[config.mk]
export PLATFORM = sky130hd
export DESIGN_NAME = alu_issue_stage
export DESIGN_NICKNAME = d
export VERILOG_FILES = /design/src/rtl/alu_pkg.sv /design/src/rtl/operand_forward_mux.sv /design/src/rtl/alu_issue_stage.sv
export SDC_FILE = /design/constraint.sdc
export NUM_CORES = 1
export LEC_CHECK = 0
export CAP_MARGIN = 20
export CORE_AREA = 4 4 162 164
export DETAILED_ROUTE_END_ITERATION = 10
export DIE_AREA = 0 0 166 168
export PLACE_DENSITY_LB_ADDON = 0.3
export SKIP_LAST_GASP = 1
export SLEW_MARGIN = 20
export SYNTH_ARGS = -nofsm -noshare
export SYNTH_HDL_FRONTEND = slang
export SYNTH_SLANG_ARGS = --single-unit
export TNS_END_PERCENT = 100
[constraint.sdc]
create_clock -name clk -period 2.45 [get_ports clk]
set_clock_uncertainty 0.05 [all_clocks]
set_input_delay 0.3675 -clock clk [delete_from_list [all_inputs] [get_ports clk]]
set_output_delay 0.3675 -clock clk [all_outputs]
set_load 0.01 [all_outputs]
[src/rtl/alu_pkg.sv]
// alu_pkg
//   Shared definitions for the Alu and the stages that feed it.
//   - ALU_* : alu_mode encodings understood by the combinational Alu
//             (one-hot, 16 bits wide to match alu_mode).
//   - fwd_sel_e : which source an operand forwarding mux picked.
package alu_pkg;

  localparam logic [15:0] ALU_ADD  = 16'h0001;
  localparam logic [15:0] ALU_SUB  = 16'h0002;
  localparam logic [15:0] ALU_XOR  = 16'h0004;
  localparam logic [15:0] ALU_OR   = 16'h0008;
  localparam logic [15:0] ALU_AND  = 16'h0010;
  localparam logic [15:0] ALU_LLS  = 16'h0020;
  localparam logic [15:0] ALU_LRS  = 16'h0040;
  localparam logic [15:0] ALU_ARS  = 16'h0080;
  localparam logic [15:0] ALU_SSLT = 16'h0100;
  localparam logic [15:0] ALU_USLT = 16'h0200;

  typedef enum logic [1:0] {
    FWD_REG   = 2'd0,
    FWD_MEMWB = 2'd1,
    FWD_EXMEM = 2'd2
  } fwd_sel_e;

endpackage

[src/rtl/operand_forward_mux.sv]
// operand_forward_mux
//   Combinational RAW-hazard resolution for one Alu operand.
//   Ports:
//     src            in   source register index of the held op
//     held_data      in   register-file value captured with the op
//     exmem_*        in   EX/MEM writeback info (rd, we, is_load, result)
//     memwb_*        in   MEM/WB writeback info (rd, we, result)
//     fwd_data       out  operand value after forwarding
//     fwd_sel        out  which source supplied fwd_data
//     load_hit       out  src is being produced by a load still in EX/MEM
//     memwb_hit      out  src matches the MEM/WB writeback
//   Index 0 never matches, so x0 always comes from held_data.
module operand_forward_mux
  import alu_pkg::*;
#(
  parameter int WordSize    = 32,
  parameter int RegAddrBits = 5
) (
  input  logic [RegAddrBits-1:0] src,
  input  logic [WordSize-1:0]    held_data,
  input  logic [RegAddrBits-1:0] exmem_rd,
  input  logic                   exmem_we,
  input  logic                   exmem_is_load,
  input  logic [WordSize-1:0]    exmem_result,
  input  logic [RegAddrBits-1:0] memwb_rd,
  input  logic                   memwb_we,
  input  logic [WordSize-1:0]    memwb_result,
  output logic [WordSize-1:0]    fwd_data,
  output fwd_sel_e               fwd_sel,
  output logic                   load_hit,
  output logic                   memwb_hit
);

  logic src_nz;
  logic exmem_hit;

  always_comb begin
    src_nz    = |src;
    exmem_hit = src_nz && exmem_we && (src == exmem_rd);
    memwb_hit = src_nz && memwb_we && (src == memwb_rd);
    // A load in EX/MEM has no data yet; it is reported as load_hit and the
    // mux falls through to the older MEM/WB / register value. The stage
    // stalls on load_hit, so that fallback value is never consumed.
    load_hit  = exmem_hit && exmem_is_load;

    fwd_sel  = FWD_REG;
    fwd_data = held_data;
    if (exmem_hit && !exmem_is_load) begin
      fwd_sel  = FWD_EXMEM;
      fwd_data = exmem_result;
    end else if (memwb_hit) begin
      fwd_sel  = FWD_MEMWB;
      fwd_data = memwb_result;
    end
  end

endmodule

[src/rtl/alu_issue_stage.sv]
// alu_issue_stage
//   ID/EX stage in front of the combinational Alu. Holds one decoded op,
//   forwards EX/MEM and MEM/WB results into its operands, stalls on
//   load-use, and handshakes with valid/ready on both sides.
//   Ports:
//     clk, rstn                 clock, synchronous active-low reset
//     flush                     kill held op and the op offered this cycle
//     dec_valid/dec_ready       decode handshake
//     dec_rs1/rs2/rd            register indices of the offered op
//     dec_rs1_data/rs2_data     register-file reads
//     dec_imm/dec_use_imm       immediate and b-operand select
//     dec_mode                  Alu mode
//     dec_rd_we/dec_is_load     op writes rd / op is a load
//     exmem_*, memwb_*          writeback info from later stages
//     ex_valid/ex_ready         downstream handshake
//     alu_a/alu_b/alu_mode      Alu operands and mode (0 when empty)
//     ex_rd/ex_rd_we/ex_is_load forwarded to EX/MEM (0 when empty)
//   A captured op appears on the outputs the cycle after capture, with
//   forwarding applied combinationally.
module alu_issue_stage
  import alu_pkg::*;
#(
  parameter int WordSize    = 32,
  parameter int RegAddrBits = 5,
  parameter int ModeBits    = 16
) (
  input  logic                   clk,
  input  logic                   rstn,
  input  logic                   flush,
  input  logic                   dec_valid,
  output logic                   dec_ready,
  input  logic [RegAddrBits-1:0] dec_rs1,
  input  logic [RegAddrBits-1:0] dec_rs2,
  input  logic [RegAddrBits-1:0] dec_rd,
  input  logic [WordSize-1:0]    dec_rs1_data,
  input  logic [WordSize-1:0]    dec_rs2_data,
  input  logic [WordSize-1:0]    dec_imm,
  input  logic                   dec_use_imm,
  input  logic [ModeBits-1:0]    dec_mode,
  input  logic                   dec_rd_we,
  input  logic                   dec_is_load,
  input  logic [RegAddrBits-1:0] exmem_rd,
  input  logic                   exmem_we,
  input  logic                   exmem_is_load,
  input  logic [WordSize-1:0]    exmem_result,
  input  logic [RegAddrBits-1:0] memwb_rd,
  input  logic                   memwb_we,
  input  logic [WordSize-1:0]    memwb_result,
  output logic                   ex_valid,
  input  logic                   ex_ready,
  output logic [WordSize-1:0]    alu_a,
  output logic [WordSize-1:0]    alu_b,
  output logic [ModeBits-1:0]    alu_mode,
  output logic [RegAddrBits-1:0] ex_rd,
  output logic                   ex_rd_we,
  output logic                   ex_is_load
);

  logic                   held_valid_q, held_valid_d;
  logic [RegAddrBits-1:0] rs1_q, rs1_d;
  logic [RegAddrBits-1:0] rs2_q, rs2_d;
  logic [RegAddrBits-1:0] rd_q, rd_d;
  logic [WordSize-1:0]    rs1_data_q, rs1_data_d;
  logic [WordSize-1:0]    rs2_data_q, rs2_data_d;
  logic [WordSize-1:0]    imm_q, imm_d;
  logic                   use_imm_q, use_imm_d;
  logic [ModeBits-1:0]    mode_q, mode_d;
  logic                   rd_we_q, rd_we_d;
  logic                   is_load_q, is_load_d;

  logic [WordSize-1:0] fwd_a, fwd_b;
  fwd_sel_e            fwd_sel_a, fwd_sel_b;
  logic                load_hit_a, load_hit_b;
  logic                memwb_hit_a, memwb_hit_b;

  logic hazard;
  logic capture;
  logic retire;

  operand_forward_mux #(
    .WordSize   (WordSize),
    .RegAddrBits(RegAddrBits)
  ) u_fwd_a (
    .src          (rs1_q),
    .held_data    (rs1_data_q),
    .exmem_rd     (exmem_rd),
    .exmem_we     (exmem_we),
    .exmem_is_load(exmem_is_load),
    .exmem_result (exmem_result),
    .memwb_rd     (memwb_rd),
    .memwb_we     (memwb_we),
    .memwb_result (memwb_result),
    .fwd_data     (fwd_a),
    .fwd_sel      (fwd_sel_a),
    .load_hit     (load_hit_a),
    .memwb_hit    (memwb_hit_a)
  );

  operand_forward_mux #(
    .WordSize   (WordSize),
    .RegAddrBits(RegAddrBits)
  ) u_fwd_b (
    .src          (rs2_q),
    .held_data    (rs2_data_q),
    .exmem_rd     (exmem_rd),
    .exmem_we     (exmem_we),
    .exmem_is_load(exmem_is_load),
    .exmem_result (exmem_result),
    .memwb_rd     (memwb_rd),
    .memwb_we     (memwb_we),
    .memwb_result (memwb_result),
    .fwd_data     (fwd_b),
    .fwd_sel      (fwd_sel_b),
    .load_hit     (load_hit_b),
    .memwb_hit    (memwb_hit_b)
  );

  // An EX/MEM pick must always carry real data; a load in EX/MEM may
  // never be selected as a forwarding source.
  always_comb begin
    assert (!((fwd_sel_a == FWD_EXMEM) && load_hit_a));
    assert (!((fwd_sel_b == FWD_EXMEM) && load_hit_b));
  end

  // rs2 only matters to hazard detection when b actually comes from it.
  always_comb begin
    hazard    = held_valid_q && (load_hit_a || (load_hit_b && !use_imm_q));
    ex_valid  = held_valid_q && !hazard;
    dec_ready = flush || !held_valid_q || (ex_ready && !hazard);
    capture   = dec_valid && dec_ready && !flush;
    retire    = ex_valid && ex_ready;
  end

  always_comb begin
    alu_a      = '0;
    alu_b      = '0;
    alu_mode   = '0;
    ex_rd      = '0;
    ex_rd_we   = 1'b0;
    ex_is_load = 1'b0;
    if (held_valid_q) begin
      alu_a      = fwd_a;
      alu_b      = use_imm_q ? imm_q : fwd_b;
      alu_mode   = mode_q;
      ex_rd      = rd_q;
      ex_rd_we   = rd_we_q;
      ex_is_load = is_load_q;
    end
  end

  always_comb begin
    held_valid_d = held_valid_q;
    rs1_d        = rs1_q;
    rs2_d        = rs2_q;
    rd_d         = rd_q;
    rs1_data_d   = rs1_data_q;
    rs2_data_d   = rs2_data_q;
    imm_d        = imm_q;
    use_imm_d    = use_imm_q;
    mode_d       = mode_q;
    rd_we_d      = rd_we_q;
    is_load_d    = is_load_q;

    if (flush) begin
      held_valid_d = 1'b0;
    end else if (capture) begin
      // Also covers retire+capture in the same cycle: the new op simply
      // overwrites the retiring one.
      held_valid_d = 1'b1;
      rs1_d        = dec_rs1;
      rs2_d        = dec_rs2;
      rd_d         = dec_rd;
      rs1_data_d   = dec_rs1_data;
      rs2_data_d   = dec_rs2_data;
      imm_d        = dec_imm;
      use_imm_d    = dec_use_imm;
      mode_d       = dec_mode;
      rd_we_d      = dec_rd_we;
      is_load_d    = dec_is_load;
    end else if (retire) begin
      held_valid_d = 1'b0;
    end else if (held_valid_q) begin
      // While stalled, soak up MEM/WB results so the value is still
      // correct after that writeback has left the pipeline.
      if (memwb_hit_a) rs1_data_d = memwb_result;
      if (memwb_hit_b) rs2_data_d = memwb_result;
    end
  end

  always_ff @(posedge clk) begin
    if (!rstn) begin
      held_valid_q <= 1'b0;
      rs1_q        <= '0;
      rs2_q        <= '0;
      rd_q         <= '0;
      rs1_data_q   <= '0;
      rs2_data_q   <= '0;
      imm_q        <= '0;
      use_imm_q    <= 1'b0;
      mode_q       <= '0;
      rd_we_q      <= 1'b0;
      is_load_q    <= 1'b0;
    end else begin
      held_valid_q <= held_valid_d;
      rs1_q        <= rs1_d;
      rs2_q        <= rs2_d;
      rd_q         <= rd_d;
      rs1_data_q   <= rs1_data_d;
      rs2_data_q   <= rs2_data_d;
      imm_q        <= imm_d;
      use_imm_q    <= use_imm_d;
      mode_q       <= mode_d;
      rd_we_q      <= rd_we_d;
      is_load_q    <= is_load_d;
    end
  end

endmodule

; ---- Word-level counts from Yosys, hierarchy flattened
; Index checks and enable logic that the tools add are counted.
; Widths: inputs -> output; s select.
[op_classes]
addsub = 0
n_mul = 0
div = 0
n_lt_le_gt_ge = 0
eq_ne = 5
shift = 0
n_mux = 19
bitwise = 2
reduce_logical = 34
[ops]
columns = operator, n
row1 = $mux 32, 13
row2 = $eq 5x5->1, 4
row3 = $logic_and 1x1->1, 19
row4 = $mux 16, 1
row5 = $reduce_or 5->1, 2
row6 = $logic_not 1->1, 5
row7 = $mux 5, 1
row8 = $mux 1, 4
row9 = $reduce_bool 2->1, 2
row10 = $logic_or 1x1->1, 3
row11 = $reduce_and 3->1, 1
row12 = $ne 2x2->1 const B, 1
row13 = $not 1->1, 2
row14 = $reduce_and 2->1, 1
row15 = $reduce_or 2->1, 1
[totals]
regBits = 131
latch_bits = 0
ram_bits = 0
romBits = 0
in_bits = 212
memories = 0

; ---- Logic depth before layout (Yosys ltp)
[logic_depth]
depth_word = 14
mapped_depth = 11

; ---- Cells and area by module
; From an unflattened synthesis, not the netlist that was laid out.
[unflattened]
cells_unflattened = 1123
hier_area_um2 = 8344.3
[modules_own_cells]
columns = module, n_inst, cells_each, area_per_inst_um2, seq_area_each_um2
row1 = alu_issue_stage, 1, 787, 6707.7, 2622.5
row2 = operand_forward_mux, 2, 168, 818.3, 0.0

; ---- Worst setup path after synthesis
; Ideal clock, no wire load.
[synth_path]
path_kind = reg-to-output
start = register rs2_q[0]
end = output alu_b[24]
t_arrival_ns = 2.153
t_required_ns = 2.033
setup_slack_ns = -0.121
stages_incl_launch_ff = 9
path_buffers = 1
cell_sequence = dfxtp_1 or4_1 nor2_1 nor2_1 nand2_1 clkbuf_1 nor2_1 a211o_1 a21boi_0
[synth_between]
elab_chain_cells = 7
elab_cells_between_ends = 12
classes_between = 2 x eq/ne / 4 x mux / 6 x reduce/logical
[synth_rtl]
columns = item, line_no
row1 = "start, declared", alu_issue_stage.sv:61  ; logic [RegAddrBits-1:0] rs2_q, rs2_d;
row2 = "start signal, assigned", alu_issue_stage.sv:206  ; rs2_q <= rs2_d;
row3 = $reduce_or 5->1, operand_forward_mux.sv:38  ; src_nz = |src;
row4 = "$logic_and 1x1->1, on equally long branches (2 in a row)", "operand_forward_mux.sv:40, operand_forward_mux.sv:39"
row5 = $mux 32 or $logic_and 1x1->1 (tied branches), "operand_forward_mux.sv:51, operand_forward_mux.sv:48"
row6 = $mux 32 (*), operand_forward_mux.sv:48  ; if (exmem_hit && !exmem_is_load) begin
row7 = $mux 32 (*), alu_issue_stage.sv:143  ; alu_b = use_imm_q ? imm_q : fwd_b;
row8 = $mux 32 (*), alu_issue_stage.sv:141  ; if (held_valid_q) begin
row9 = "end, declared", alu_issue_stage.sv:52  ; output logic [WordSize-1:0] alu_b,
; Every way passes the cells marked *; elsewhere a longest branch is shown, timed or not.

; ---- Worst setup path in the final report
[layout_path]
start = input memwb_rd[1]
end = output alu_a[1]
[layout_between]
elab_chain_cells = 5
[layout_rtl]
columns = item, line_no
row1 = "start, declared", alu_issue_stage.sv:46  ; input logic [RegAddrBits-1:0] memwb_rd,
row2 = $eq 5x5->1, operand_forward_mux.sv:40  ; memwb_hit = src_nz && memwb_we && (src == memwb_rd);
row3 = $logic_and 1x1->1, operand_forward_mux.sv:40
row4 = $mux 32, operand_forward_mux.sv:51  ; end else if (memwb_hit) begin
row5 = $mux 32, operand_forward_mux.sv:48
row6 = $mux 32, alu_issue_stage.sv:141
row7 = "end, declared", alu_issue_stage.sv:51  ; output logic [WordSize-1:0] alu_a,
; No other way between the ends.

==> metrics.txt <==
status=finished with violations; failing checks=negative setup slack; Final Hold Violating Endpoints=0; HP Class=in2reg; worst hold slack=0.321 ns; Final Non-Filler Cells=1706; Multi-input gate area=6280 um2; fill count=2121; Cell Area, Synth=8070 um2; synthesized instance count=946; Clock power frac=0.409; Design Power=6.47 mW; f_max=324 MHz; first-pass GRT wire length=55800 um; total negative slack=-84.87 ns; number of synthesized flops with an enable pin=0; Wirelength per Cell=23.3 um; Top FF cell, synth=dfxtp_1; FFs w/ async S/R, synth=0; post-layout minimum cycle time=3.09 ns; DR iter-0 viols=778; htree depth=4; R2R Setup Slk=-0.62 ns; setup slack after layout=-0.639 ns; area grow syn2layout=88.3%; Initial Utilization=0.324; IO Port Bufs=300; total number of vias=9199; die footprint=27900 um2; DRT Pass-1 Iters=7; CP startpoint kind=primary input; FF/Latch Area=2640 um2; Nets=1571; sw frac=0.278; post-synthesis sequential area ratio=0.325; Net Switching=1.80 mW; drt total wl=39800 um; peak supply drop=388 uV; num rows=58; final core utilization=0.611; largest net degree at the start of global routing=48; Die Wd=166 um; Rel. slew slack=0.625; power share of the sequential group=0.357; worst-margin pin slew=0.562 ns; Clock Tree Root=clkbuf_16; Crit Path Category=in2out; syn avg cell area=8.53 um2; combinational share of power=0.234; ratio of cells with drive above 1 in the final layout=0.404; Yosys warnings=0; Num CTS Buffers=17; CTS tree=built; CP Max Fanout=6; Ports=301; syn_nets=1158; clk_lat worst skew=0.42 ns; Final Slew Violations=0; initial antenna violation count=4; Cell variety after synth=34; leak pwr=6.44 nW; dpl cells=1579; core area=24900 um2; Internal=4.67 mW; DRC=0; final setup fails=197; gr ovfl total=0; vias per cell=5.39; unrepaired setup endpoints after global routing=yes; clock-pin slew on the worst setup and hold paths=0.07 ns; crit share post-route=1.26; crit end category=output port; Data arrival, critical path=2.67 ns; clk sinks=131; count of hold-fix buffers inserted at cts=0; DP HPWL=23400 um; die height=168 um; Max-Cap Viols=0; Routed Antenna Nets=0; gpl congestion=0.907; CTS Buffer Depth=2; worst path required time=2.03 ns; Synth Register Bits=131; vias in the first global route=8914; Cell Pwr Density=425 nW/um2; total track usage=0.256
[worst max-delay path: stages]
cell and delay (ns):
clkdlybuf4s50_1 0.45, buf_4 0.15, xor2_1 0.16, nor4_4 0.51, buf_12 0.18, buf_12 0.12, buf_12 0.12, mux2i_1 0.21
nand2_1 0.09, o211a_1 0.16, buf_2 0.15
[power by group through the flow]
stage / Sequential [mW] / Clock, mW / Combinational (mW)
after floorplan: 2.31 / 0 / 0.458
after global placement: 2.33 / 0 / 1.09
after detailed placement: 2.33 / 0 / 1.10
after CTS: 2.28 / 2.68 / 1.33
after global routing: 2.32 / 2.76 / 1.58
final: 2.31 / 2.64 / 1.51
[kinds of logic after synthesis]
kind of cell | count (synthesis) | share of synthesized area
DFF | 131 | 0.325
and+or+nand+nor | 338 | 0.190
xor gates and xnor gates | 20 | 0.0217
AOI/OAI and AO/OA | 234 | 0.244
muxes | 128 | 0.169
buffers and inverters | 95 | 0.0510
[cell usage after synthesis, types with 2 or more instances]
| cell | n | area share |
|---|---|---|
| o211a_1 | 33 | 0.041 |
| xnor2_1 | 13 | 0.014 |
| a21oi_2 | 2 | 0.0022 |
| buf_6 | 2 | 0.0028 |
| mux2_2 | 57 | 0.080 |
| inv_1 | 4 | 0.0019 |
| nor3b_1 | 2 | 0.0019 |
| nor2_1 | 38 | 0.018 |
| mux2i_1 | 64 | 0.079 |
| and2_1 | 23 | 0.018 |
| clkbuf_1 | 55 | 0.026 |
| a21boi_0 | 32 | 0.030 |
| a21oi_1 | 66 | 0.041 |
| nand4_1 | 4 | 0.0031 |
| o221a_2 | 55 | 0.077 |
| o221a_1 | 9 | 0.013 |
| buf_1 | 4 | 0.0019 |
| mux2_1 | 7 | 0.0098 |
| or4_1 | 2 | 0.0019 |
| nand2_1 | 199 | 0.093 |
| a211o_1 | 32 | 0.035 |
| buf_2 | 29 | 0.018 |
| dfxtp_1 | 131 | 0.32 |
| nor4_1 | 2 | 0.0015 |
| nand2b_1 | 66 | 0.051 |
| xor2_1 | 7 | 0.0076 |
[state kept, by name (all words and copies together) (netlist names)]
register      count
rs2_data_q       32
rs2_q             5
rd_q              5
rs1_data_q       32
is_load_q         1
mode_q           16
rs1_q             5
imm_q            32
held_valid_q      1
rd_we_q           1
use_imm_q         1
[cell type report]
cell class / instances / area share
clock inverter: 13 / 0.00955
multi-input combinational: 720 / 0.413
antenna: 4 / 0.000658
timing repair buffer: 485 / 0.346
sequential: 131 / 0.173
inverter: 4 / 0.000988
clock buffer: 19 / 0.0298
tap: 330 / 0.0272
[final timing paths]
check,start,endpoint,depth (start not counted)
hold reg to reg,mode_q[2],mode_q[2],2
setup reg to reg,rs1_q[0],rs2_data_q[12],17
hold / removal,rstn,rs2_data_q[28],2
setup / recovery,memwb_rd[1],alu_a[1],11
[per-layer routing]
metal  part of all wire  vias to the layer above  track usage
li1                   -                     4219            -
met1               0.43                     4500        0.343
met2               0.47                      402        0.411
met3              0.071                       76       0.0620
met4              0.027                        2       0.0739
met5            0.00048                        -            0
[metrics by stage]
step / area [um2] / setup slack (ns)
after floorplan: 8080 / 0.00143
after global placement: 12100 / -0.934
after detailed placement: 12100 / -0.918
after CTS: 13900 / -0.616
after global routing: 15200 / -0.700
final: 15200 / -0.639
[cells in the final DEF (no fill, tap or decap), types with 13 or more instances in the layout]
cell type and n:
a211o_1 32, mux2_2 49, mux2_4 13, clkdlybuf4s50_1 229
nand2b_1 66, a21oi_2 51, and2_1 23, o211a_1 32
dfxtp_1 123, a21boi_1 22, a21oi_1 15, o221a_4 43
nor2_1 35, buf_2 60, buf_12 30, mux2i_1 64
nand2_1 139, buf_4 94, nand2_4 52, buf_16 22
buf_6 28, clkbuf_16 26
[what timing repair did]
action	in CTS	in global routing
cloned	29	10
buffers inserted	47	25
setup endpoints to repair	155	216
pin swaps	26	170
gates resized for setup	350	268
No activity file was read; power rests on OpenSTA's default activity.
